**config.mk**
```make
export PLATFORM = sky130hd
export DESIGN_NAME = pll_sel_ui
export DESIGN_NICKNAME = d
export VERILOG_FILES = /design/src/rtl/pll_sel_ui.sv
export SDC_FILE = /design/constraint.sdc
export NUM_CORES = 1
export LEC_CHECK = 0
export BUFFER_PORTS_ARGS = -buffer_cell sky130_fd_sc_hd__clkbuf_2
export CORE_MARGIN = 2
export CORE_UTILIZATION = 60
export CTS_CLUSTER_DIAMETER = 80
export DETAILED_ROUTE_END_ITERATION = 10
export PLACE_DENSITY = 0.89
export SYNTH_ARGS = -nofsm -noshare
export SYNTH_HDL_FRONTEND = slang
export SYNTH_SLANG_ARGS = --single-unit
```
**constraint.sdc**
```tcl
create_clock -name CLK -period 2.1 [get_ports CLK]
set_input_delay 0.42 -clock CLK [delete_from_list [all_inputs] [get_ports CLK]]
set_output_delay 0.42 -clock CLK [all_outputs]
set_load 0.05 [all_outputs]
```
**src/rtl/pll_sel_ui.sv**
```systemverilog
// Front-panel PLL frequency selector.
// UP/DOWN buttons are synchronised and debounced. Each accepted press steps a
// wrapping frequency index and issues one PLL_ADDR/PLL_CHG request. The block
// then waits for the PLL to re-lock before it accepts another press. The index
// and a lock-error flag are shown on two 7-segment digits.
//
// Request/lock handshake with the PLL control stage:
//   - PLL_ADDR is stable before PLL_CHG rises and holds until the next request.
//   - PLL_CHG is a single-cycle strobe.
//   - PLL_LOCK is ignored for HOLDOFF cycles after the strobe. After that, the
//     first cycle with PLL_LOCK=1 completes the request.
//   - If lock does not arrive within LOCK_TO cycles, the request completes with
//     ERR set. No retry is made.
//   - BUSY is high from the strobe cycle until completion. Presses seen while
//     BUSY are dropped.
module pll_sel_ui #(
    parameter int DEB_CNT = 250000,
    parameter int NUM_SET = 16,
    parameter int HOLDOFF = 64,
    parameter int LOCK_TO = 1000000,
    parameter int SEG_AL  = 1
) (
    input  logic       CLK,
    input  logic       RSTXO,
    input  logic       BTN_UP,
    input  logic       BTN_DN,
    input  logic       PLL_LOCK,
    output logic [3:0] PLL_ADDR,
    output logic       PLL_CHG,
    output logic       BUSY,
    output logic       ERR,
    output logic [6:0] DIGIT0,
    output logic [6:0] DIGIT1
);

    // Debounce counter width covers 0..DEB_CNT-1.
    localparam int DW   = $clog2(DEB_CNT);
    // One timer serves both HOLD and WAITL, so it is sized for the longer one.
    localparam int TMAX = (HOLDOFF > LOCK_TO) ? HOLDOFF : LOCK_TO;
    localparam int TW   = (TMAX > 1) ? $clog2(TMAX) : 1;

    localparam logic [3:0] IDX_MAX = 4'(NUM_SET - 1);
    localparam logic [6:0] SEG_INV = (SEG_AL != 0) ? 7'h7F : 7'h00;
    localparam logic [6:0] SEG_E   = 7'h79;

    typedef enum logic [1:0] {
        S_IDLE  = 2'd0,
        S_CHG   = 2'd1,
        S_HOLD  = 2'd2,
        S_WAITL = 2'd3
    } state_t;

    // Bit 0 is the UP button and bit 1 is the DOWN button.
    logic [1:0]    r_sync1;
    logic [1:0]    r_sync2;
    logic [1:0]    r_db;
    logic [1:0]    r_db_d;
    logic [1:0]    r_press;
    logic [DW-1:0] r_dcnt [2];

    state_t        r_state;
    state_t        w_state_nxt;
    logic [3:0]    r_idx;
    logic [3:0]    w_idx_nxt;
    logic [TW-1:0] r_tcnt;
    logic [TW-1:0] w_tcnt_nxt;
    logic          r_err;
    logic          w_err_nxt;
    logic          r_chg;
    logic          r_busy;
    logic [6:0]    r_dig0;
    logic [6:0]    r_dig1;

    logic [3:0]    w_ones;
    logic          w_tens;

    // Two-flop synchroniser for the asynchronous button inputs.
    always_ff @(posedge CLK or negedge RSTXO) begin
        if (!RSTXO) begin
            r_sync1 <= '0;
            r_sync2 <= '0;
        end else begin
            r_sync1 <= {BTN_DN, BTN_UP};
            r_sync2 <= r_sync1;
        end
    end

    // Debounce: accept a new level only after DEB_CNT consecutive differing cycles.
    always_ff @(posedge CLK or negedge RSTXO) begin
        if (!RSTXO) begin
            r_db <= '0;
            for (int i = 0; i < 2; i++) begin
                r_dcnt[i] <= '0;
            end
        end else begin
            for (int i = 0; i < 2; i++) begin
                if (r_sync2[i] == r_db[i]) begin
                    r_dcnt[i] <= '0;
                end else if (r_dcnt[i] == DW'(DEB_CNT - 1)) begin
                    r_db[i]   <= r_sync2[i];
                    r_dcnt[i] <= '0;
                end else begin
                    r_dcnt[i] <= r_dcnt[i] + DW'(1);
                end
            end
        end
    end

    // Press event: one registered pulse the cycle after a debounced rising edge.
    always_ff @(posedge CLK or negedge RSTXO) begin
        if (!RSTXO) begin
            r_db_d  <= '0;
            r_press <= '0;
        end else begin
            r_db_d  <= r_db;
            r_press <= r_db & ~r_db_d;
        end
    end

    // FSM state, index, timer, error flag and strobe/busy registers.
    always_ff @(posedge CLK or negedge RSTXO) begin
        if (!RSTXO) begin
            r_state <= S_IDLE;
            r_idx   <= '0;
            r_tcnt  <= '0;
            r_err   <= 1'b0;
            r_chg   <= 1'b0;
            r_busy  <= 1'b0;
        end else begin
            r_state <= w_state_nxt;
            r_idx   <= w_idx_nxt;
            r_tcnt  <= w_tcnt_nxt;
            r_err   <= w_err_nxt;
            r_chg   <= (w_state_nxt == S_CHG);
            r_busy  <= (w_state_nxt != S_IDLE);
        end
    end

    // Next-state logic: step the index on a lone press, then run holdoff and the lock wait.
    always_comb begin
        w_state_nxt = r_state;
        w_idx_nxt   = r_idx;
        w_tcnt_nxt  = '0;
        w_err_nxt   = r_err;
        case (r_state)
            S_IDLE: begin
                // Simultaneous UP and DOWN presses cancel each other.
                if (r_press[0] ^ r_press[1]) begin
                    if (r_press[0]) begin
                        w_idx_nxt = (r_idx == IDX_MAX) ? 4'd0 : r_idx + 4'd1;
                    end else begin
                        w_idx_nxt = (r_idx == 4'd0) ? IDX_MAX : r_idx - 4'd1;
                    end
                    w_state_nxt = S_CHG;
                end
            end
            S_CHG: begin
                w_state_nxt = S_HOLD;
            end
            S_HOLD: begin
                if (r_tcnt == TW'(HOLDOFF - 1)) begin
                    w_state_nxt = S_WAITL;
                end else begin
                    w_tcnt_nxt = r_tcnt + TW'(1);
                end
            end
            S_WAITL: begin
                // A lock in the last allowed cycle still counts as success.
                if (PLL_LOCK) begin
                    w_err_nxt   = 1'b0;
                    w_state_nxt = S_IDLE;
                end else if (r_tcnt == TW'(LOCK_TO - 1)) begin
                    w_err_nxt   = 1'b1;
                    w_state_nxt = S_IDLE;
                end else begin
                    w_tcnt_nxt = r_tcnt + TW'(1);
                end
            end
            default: begin
                w_state_nxt = S_IDLE;
            end
        endcase
    end

    // Active-high {g,f,e,d,c,b,a} pattern for one decimal digit.
    function automatic logic [6:0] seg7(input logic [3:0] d);
        logic [6:0] s;
        case (d)
            4'd0:    s = 7'h3F;
            4'd1:    s = 7'h06;
            4'd2:    s = 7'h5B;
            4'd3:    s = 7'h4F;
            4'd4:    s = 7'h66;
            4'd5:    s = 7'h6D;
            4'd6:    s = 7'h7D;
            4'd7:    s = 7'h07;
            4'd8:    s = 7'h7F;
            4'd9:    s = 7'h6F;
            default: s = 7'h00;
        endcase
        return s;
    endfunction

    // The index never exceeds 15, so the tens digit is either 0 or 1.
    assign w_tens = (r_idx >= 4'd10);
    assign w_ones = w_tens ? (r_idx - 4'd10) : r_idx;

    // Registered display: ones digit, and a tens digit that shows 'E' when the lock timed out.
    always_ff @(posedge CLK or negedge RSTXO) begin
        if (!RSTXO) begin
            r_dig0 <= 7'h3F ^ SEG_INV;
            r_dig1 <= SEG_INV;
        end else begin
            r_dig0 <= seg7(w_ones) ^ SEG_INV;
            if (r_err) begin
                r_dig1 <= SEG_E ^ SEG_INV;
            end else if (w_tens) begin
                r_dig1 <= seg7(4'd1) ^ SEG_INV;
            end else begin
                r_dig1 <= SEG_INV;
            end
        end
    end

    assign PLL_ADDR = r_idx;
    assign PLL_CHG  = r_chg;
    assign BUSY     = r_busy;
    assign ERR      = r_err;
    assign DIGIT0   = r_dig0;
    assign DIGIT1   = r_dig1;

endmodule

```
Yosys cells after proc, flatten, opt, wreduce, memory -nomap -nowiden --
Memories as Yosys holds them, arrays and structs flattened. Cells that the tools add are included.
Storage, ports and cells: bits in registers 89, bits in read-only memories 112, bits of input ports 5, output and inout bits 21, logic and storage cells 70, memories kept 1
Memory list:
- (name not given) | depth 16, bits a word 7, rd ports 1, clocked after Yosys merged registers in 0, wr ports 0, RTL line 188 | case (d)
Cells by class: add/sub/neg operators 6, $lt $le $gt $ge 1, eq/ne operators 11, mux-type cells 21, bitwise operators 6, reduce and logical (&&, ||, !) cells 8
Operators with widths (number):
- $mux W18 | 4
- $mux W20 | 3
- $pmux W20 S2 | 1
- $add A18 B1 Y18 const B | 2
- $eq A18 B18 Y1 const B | 2
- $add A20 B1 Y20 const B | 1
- $eq A20 B20 Y1 const B | 1
- $eq A20 B6 Y1 const B | 1
- $mux W4 | 4
- $mux W2 | 4
- $pmux W2 S4 | 1
- $reduce_and A2 Y1 | 4
- $mux W7 | 1
- $not A7 Y7 | 1
- $add A4 B1 Y4 const B | 1
- $eq A2 B1 Y1 const B | 2
- $eq A2 B2 Y1 const B | 2
- $eq A4 B4 Y1 const B | 1
- $ge A4 B4 Y1 const B | 1
- $logic_not A4 Y1 | 1
- $reduce_bool A2 Y1 | 2
- $sub A4 B1 Y4 const B | 1
- $sub A4 B4 Y4 const B | 1
- $mux W3 | 1
- 7 further kinds | 10

Depth between registers and ports, before layout --
depth after elaboration 5, gate-level depth with buffers 9, gate-level depth less buffers 9

Least setup slack after synthesis --
Ideal clock, no wire load.
kind reg-to-reg, start register r_idx[0], in the netlist PLL_ADDR[0], end register r_dig0[0], in the netlist DIGIT0[0], library setup time 0.131 ns, data arrival time 2.070 ns, required time 1.969 ns, setup slack -0.101 ns, cell stages (with the launch flop) 8, path buffers 1, clock period less this slack 2.201 ns, path through dfrtp_1 -> inv_1 -> ha_1 -> o21ai_0 -> a22o_1 -> clkbuf_1 -> mux2i_1 -> o21ai_0
Between the ends: longest elaborated chain between the ends 4, elaborated cells on any way between the ends 5, classes of those cells add/sub (1); order compare (1); mux (1); bitwise (1); memory (1)
Ends and longest elaborated chain:
- start: declaration | RTL line 63 | logic [3:0] r_idx;
- start signal: assignment | RTL line 131 | r_idx <= w_idx_nxt;
- $sub A4 B4 Y4 / $ge A4 B4 Y1 (equally long branches) | RTL line 206, 205
- $mux W4 (*) | RTL line 206 | assign w_ones = w_tens ? (r_idx - 4'd10) : r_idx;
- $mem_v2 Z16 W7 (*)
- $not A7 Y7 (no line) (*)
- end signal: assignment | RTL line 211 | r_dig0 <= 7'h3F ^ SEG_INV;
- end signal: assignment | RTL line 214 | r_dig0 <= seg7(w_ones) ^ SEG_INV;
- end: declaration | RTL line 71 | logic [6:0] r_dig0;
Every way passes the cells marked *; elsewhere a longest branch is shown, timed or not. A chain may end at the register's enable or synchronous reset.

Final worst setup path --
start register r_dcnt[18] (netlist name), end register r_dcnt[34] (netlist name)
Between the ends: longest elaborated chain between the ends 3, elaborated cells on any way between the ends 4, classes of those cells add/sub (1); eq/ne (1); mux (2)
Ends and longest elaborated chain:
- start: declaration | RTL line 59 | logic [DW-1:0] r_dcnt [2];
- start signal: indexed assignment | RTL line 103 | r_dcnt[i] <= r_dcnt[i] + DW'(1);
- $add A18 B1 Y18 / $eq A18 B18 Y1 (equally long branches) | RTL line 103, 99
- $mux W18 (*) | RTL line 99 | end else if (r_dcnt[i] == DW'(DEB_CNT - 1)) begin
- $mux W18 (*) | RTL line 97 | if (r_sync2[i] == r_db[i]) begin
Marked as above.

==> results.md <==
- Register area: 2110 sq um
- Total Nets Final: 472
- Synth area leaders: dfrtp_1, xnor2_1, ha_1, nor2_1, a21oi_1
- Synth unique cells: 52
- DRT iter0 DRCs: 195
- Avg Vias per Cell: 5.95
- DRT Wirelength: 8.21 mm
- Port Buffers: 25
- Critical Path Sink: r_dcnt[34]
- Slew Viols, Final: 0
- TritonCTS clock tree: built
- Final GP Congestion: 0.852
- Initial antenna violation count: 0
- Clk slew on worst S/H paths: 0.08 ns
- Total power: 3.06 mW
- CP Launch Point: r_dcnt[18]
- Final setup vio count: 0
- Post-Synthesis Cells: 417
- Die Y: 87.6 microns
- Total negative slack: 0 ns
- Antenna cell count: 0
- Area leader, netlist: dfrtp_1
- Fmax: 0.507 GHz
- Initial core utilization: 61.7%
- Yosys reg bits: 84
- Final worst path period share: 93.9%
- Setup crit end kind: flip-flop
- Die Footprint: 7670 sq um
- Crit-path slowest cell: or4_1
- CTS Sinks: 84
- Util after Layout: 69.0%
- Max FO, Critical Path: 4
- Hold_ws: 0.0335 ns
- Max-slew headroom: 65.3%
- Top_reg_cell synth: dfrtp_1
- Syn avg cell area: 10.1 sq um
- Global Route Usage Sum: 23.1%
- FFs w/ async S/R, synth: 100%
- Layer with the highest usage: met2
- HPWL Detailed: 5.53 mm
- Worst-Margin Slew: 0.521 ns
- Number of synthesized flops with an enable pin: 0
- PwrDens: 653 nW/um^2
- Leakage: 2.04 nW
- Worst VDD drop: 0.000498 V
- Reg2reg end: r_dcnt[34]
- Core area: 6790 sq um
- Total of warnings raised by yosys: 0
- Layout filler cell count: 485
- Max_cap viols: 0
- Worst EP required: 2.39 ns
- Area delta synth->final: 11.8%
- CP Data Arrival Time: 2.26 ns
- GRT met1 Usage: 29.9%
- Detailed Routing Iterations Pass 1: 5
- Number of global-route vias before repair: 3077
- Reg2reg setup slack: 0.13 ns
- CTS Buffer Depth: 2
- Max incr delay on CP: 0.48 ns
- Outcome: finished clean
- Synthesized area: 4190 sq um
- Chip width: 87.6 microns
- Largest net degree at the start of global routing: 42
- Endpoints failing hold: 0
- Via count: 3299
- R2R Path Start: r_dcnt[18]
- Seq/Total Area, Yosys: 50.2%
- Crit start category: flip-flop
- Routed len/inst: 14.8 microns
- Crit-path cells: ha_1 -> nand4_1 -> or3_1 -> or4_1 -> a21oi_1
- Share of cells above drive strength 1: 15.9%
- Fraction of synthesized cell area taken by the top area cell type: 48.3%
- Met2 Track Usage GR: 36.4%
- Clock root cell: clkbuf_8
- Worst skew pair latency: 0.36 ns
- Final global-route overflow total: 0
- Area of the multi-input gates: 1940 sq um
- Rows: 30
- ANT nets after route: 0
- First-pass GRT wire length: 13.9 mm
- Total CTS buffers: 9
- RSZ-0062 raised after global routing: no
- Worst Hold Class: input pin to asynchronous set/reset pin
- Setup CP Type: flip-flop to flip-flop
- Final Critical Period: 1.97 ns
- H-tree depth: 3
- Met3 Usage GRT: 5.47%
- Io pins: 26
- Setup Skew: 0.00888 ns
- Net count after synthesis: 436
- Worst Reg-to-Reg Cells: 5
- Post-CTS Hold Buffers: 0
- Detailed-route DRC error count: 0
cells by family (layout without fill, tap and decap cells):
family,after synthesis,after routing,synth area share (%)
and+or+nand+nor,162,162,20.4
xor gates and xnor gates,38,38,7.94
AOI/OAI and AO/OA,77,77,11.7
DFF,84,84,50.2
adders and majority gates,14,14,4.18
buffers and inverters,35,76,3.82
muxes,7,7,1.73
cell type report:
type                            instances  share of cell area [%]
Sequential cell                        84                    45.0
Multi-Input combinational cell        298                    41.3
Timing Repair Buffer                   42                    5.71
Clock buffer                           14                    3.26
Tap cell                               96                    2.56
Inverter                               18                    1.44
Clock inverter                          2                   0.747
synthesized netlist by cell type (all sizes together), types with 2 or more instances:
library cell	instances
o41ai	3
nand3	23
dfrtp	81
and3	4
inv	18
mux2i	5
a22oi	9
nand4	10
a21oi	27
or4	12
clkbuf	8
nor4	12
mux2	2
a21boi	2
and2	2
nor3	6
nor2	42
o21a	2
dfstp	3
xor2	13
o31ai	7
nand2	27
nor2b	2
nand2b	2
ha	14
buf	9
o21ai	19
and4	2
xnor2	25
or3	11
how the worst min path moves through the flow:
stage | end | cells past startpoint
finish | r_tcnt[3] | 1
global route | r_tcnt[6] | 1
CTS | r_tcnt[3] | 1
detailed placement | r_sync2[0] | 0
global placement | r_sync2[1] | 0
floorplan | BUSY | 0
per-stage QoR:
| step | std cells | setup slack (ns) | cell area, sq um |
|---|---|---|---|
| after detailed placement | 536 | 0.0794 | 4480 |
| after global routing | 554 | 0.0424 | 4690 |
| after CTS | 552 | 0.0567 | 4670 |
| after floorplan | 417 | 0.0587 | 4190 |
| after global placement | 536 | 0.164 | 4480 |
| final | 554 | 0.127 | 4690 |
state kept, by name, summed over array words and instances (netlist names):
register / flops
BUSY: 1
DIGIT0: 7
DIGIT1: 2
ERR: 1
PLL_ADDR: 4
PLL_CHG: 1
r_db: 2
r_db_d: 2
r_dcnt: 36
r_press: 2
r_state: 2
r_sync1: 2
r_sync2: 2
r_tcnt: 20
timing repair:
action	CTS	global route
endpoints found under the setup margin	0	3
resized for setup	0	3
setup buffers	0	2
routing by layer:
layer	wire length, microns	vias up
li1	-	1560
met1	3570	1600
met2	4070	116
met3	383	23
met4	178	0
met5	0	-
critical path: cells and delay by family, from the launching register on:
family	cells	cell delay, ns
AO/OA/AOI/OAI	1	0.15
flip-flops	1	0.40
AND/OR/NAND/NOR	3	1.11
adder cells (fa/ha/maj)	1	0.23
placed cells by master, fill, tap and decap left out, drive strengths merged, types with 4 or more instances in the layout:
cell    synthesis  routed
a21oi          27      27
a22oi           9       9
and3            4       4
buf             9      18
clkbuf          8      38
dfrtp          81      81
ha             14      14
inv            18      18
mux2i           5       5
nand2          27      27
nand3          23      23
nand4          10      10
nor2           42      42
nor3            6       6
nor4           12      12
o21ai          19      19
o31ai           7       7
or3            11      11
or4            12      12
xnor2          25      25
xor2           13      13
report_power, final:
| group | internal [mW] | switching (mW) |
|---|---|---|
| sequential | 1.66 | 0.0450 |
| combinational | 0.0707 | 0.144 |
| clock | 0.583 | 0.555 |
| total | 2.32 | 0.744 |
Note: power is estimated with default switching activity, not from simulation.
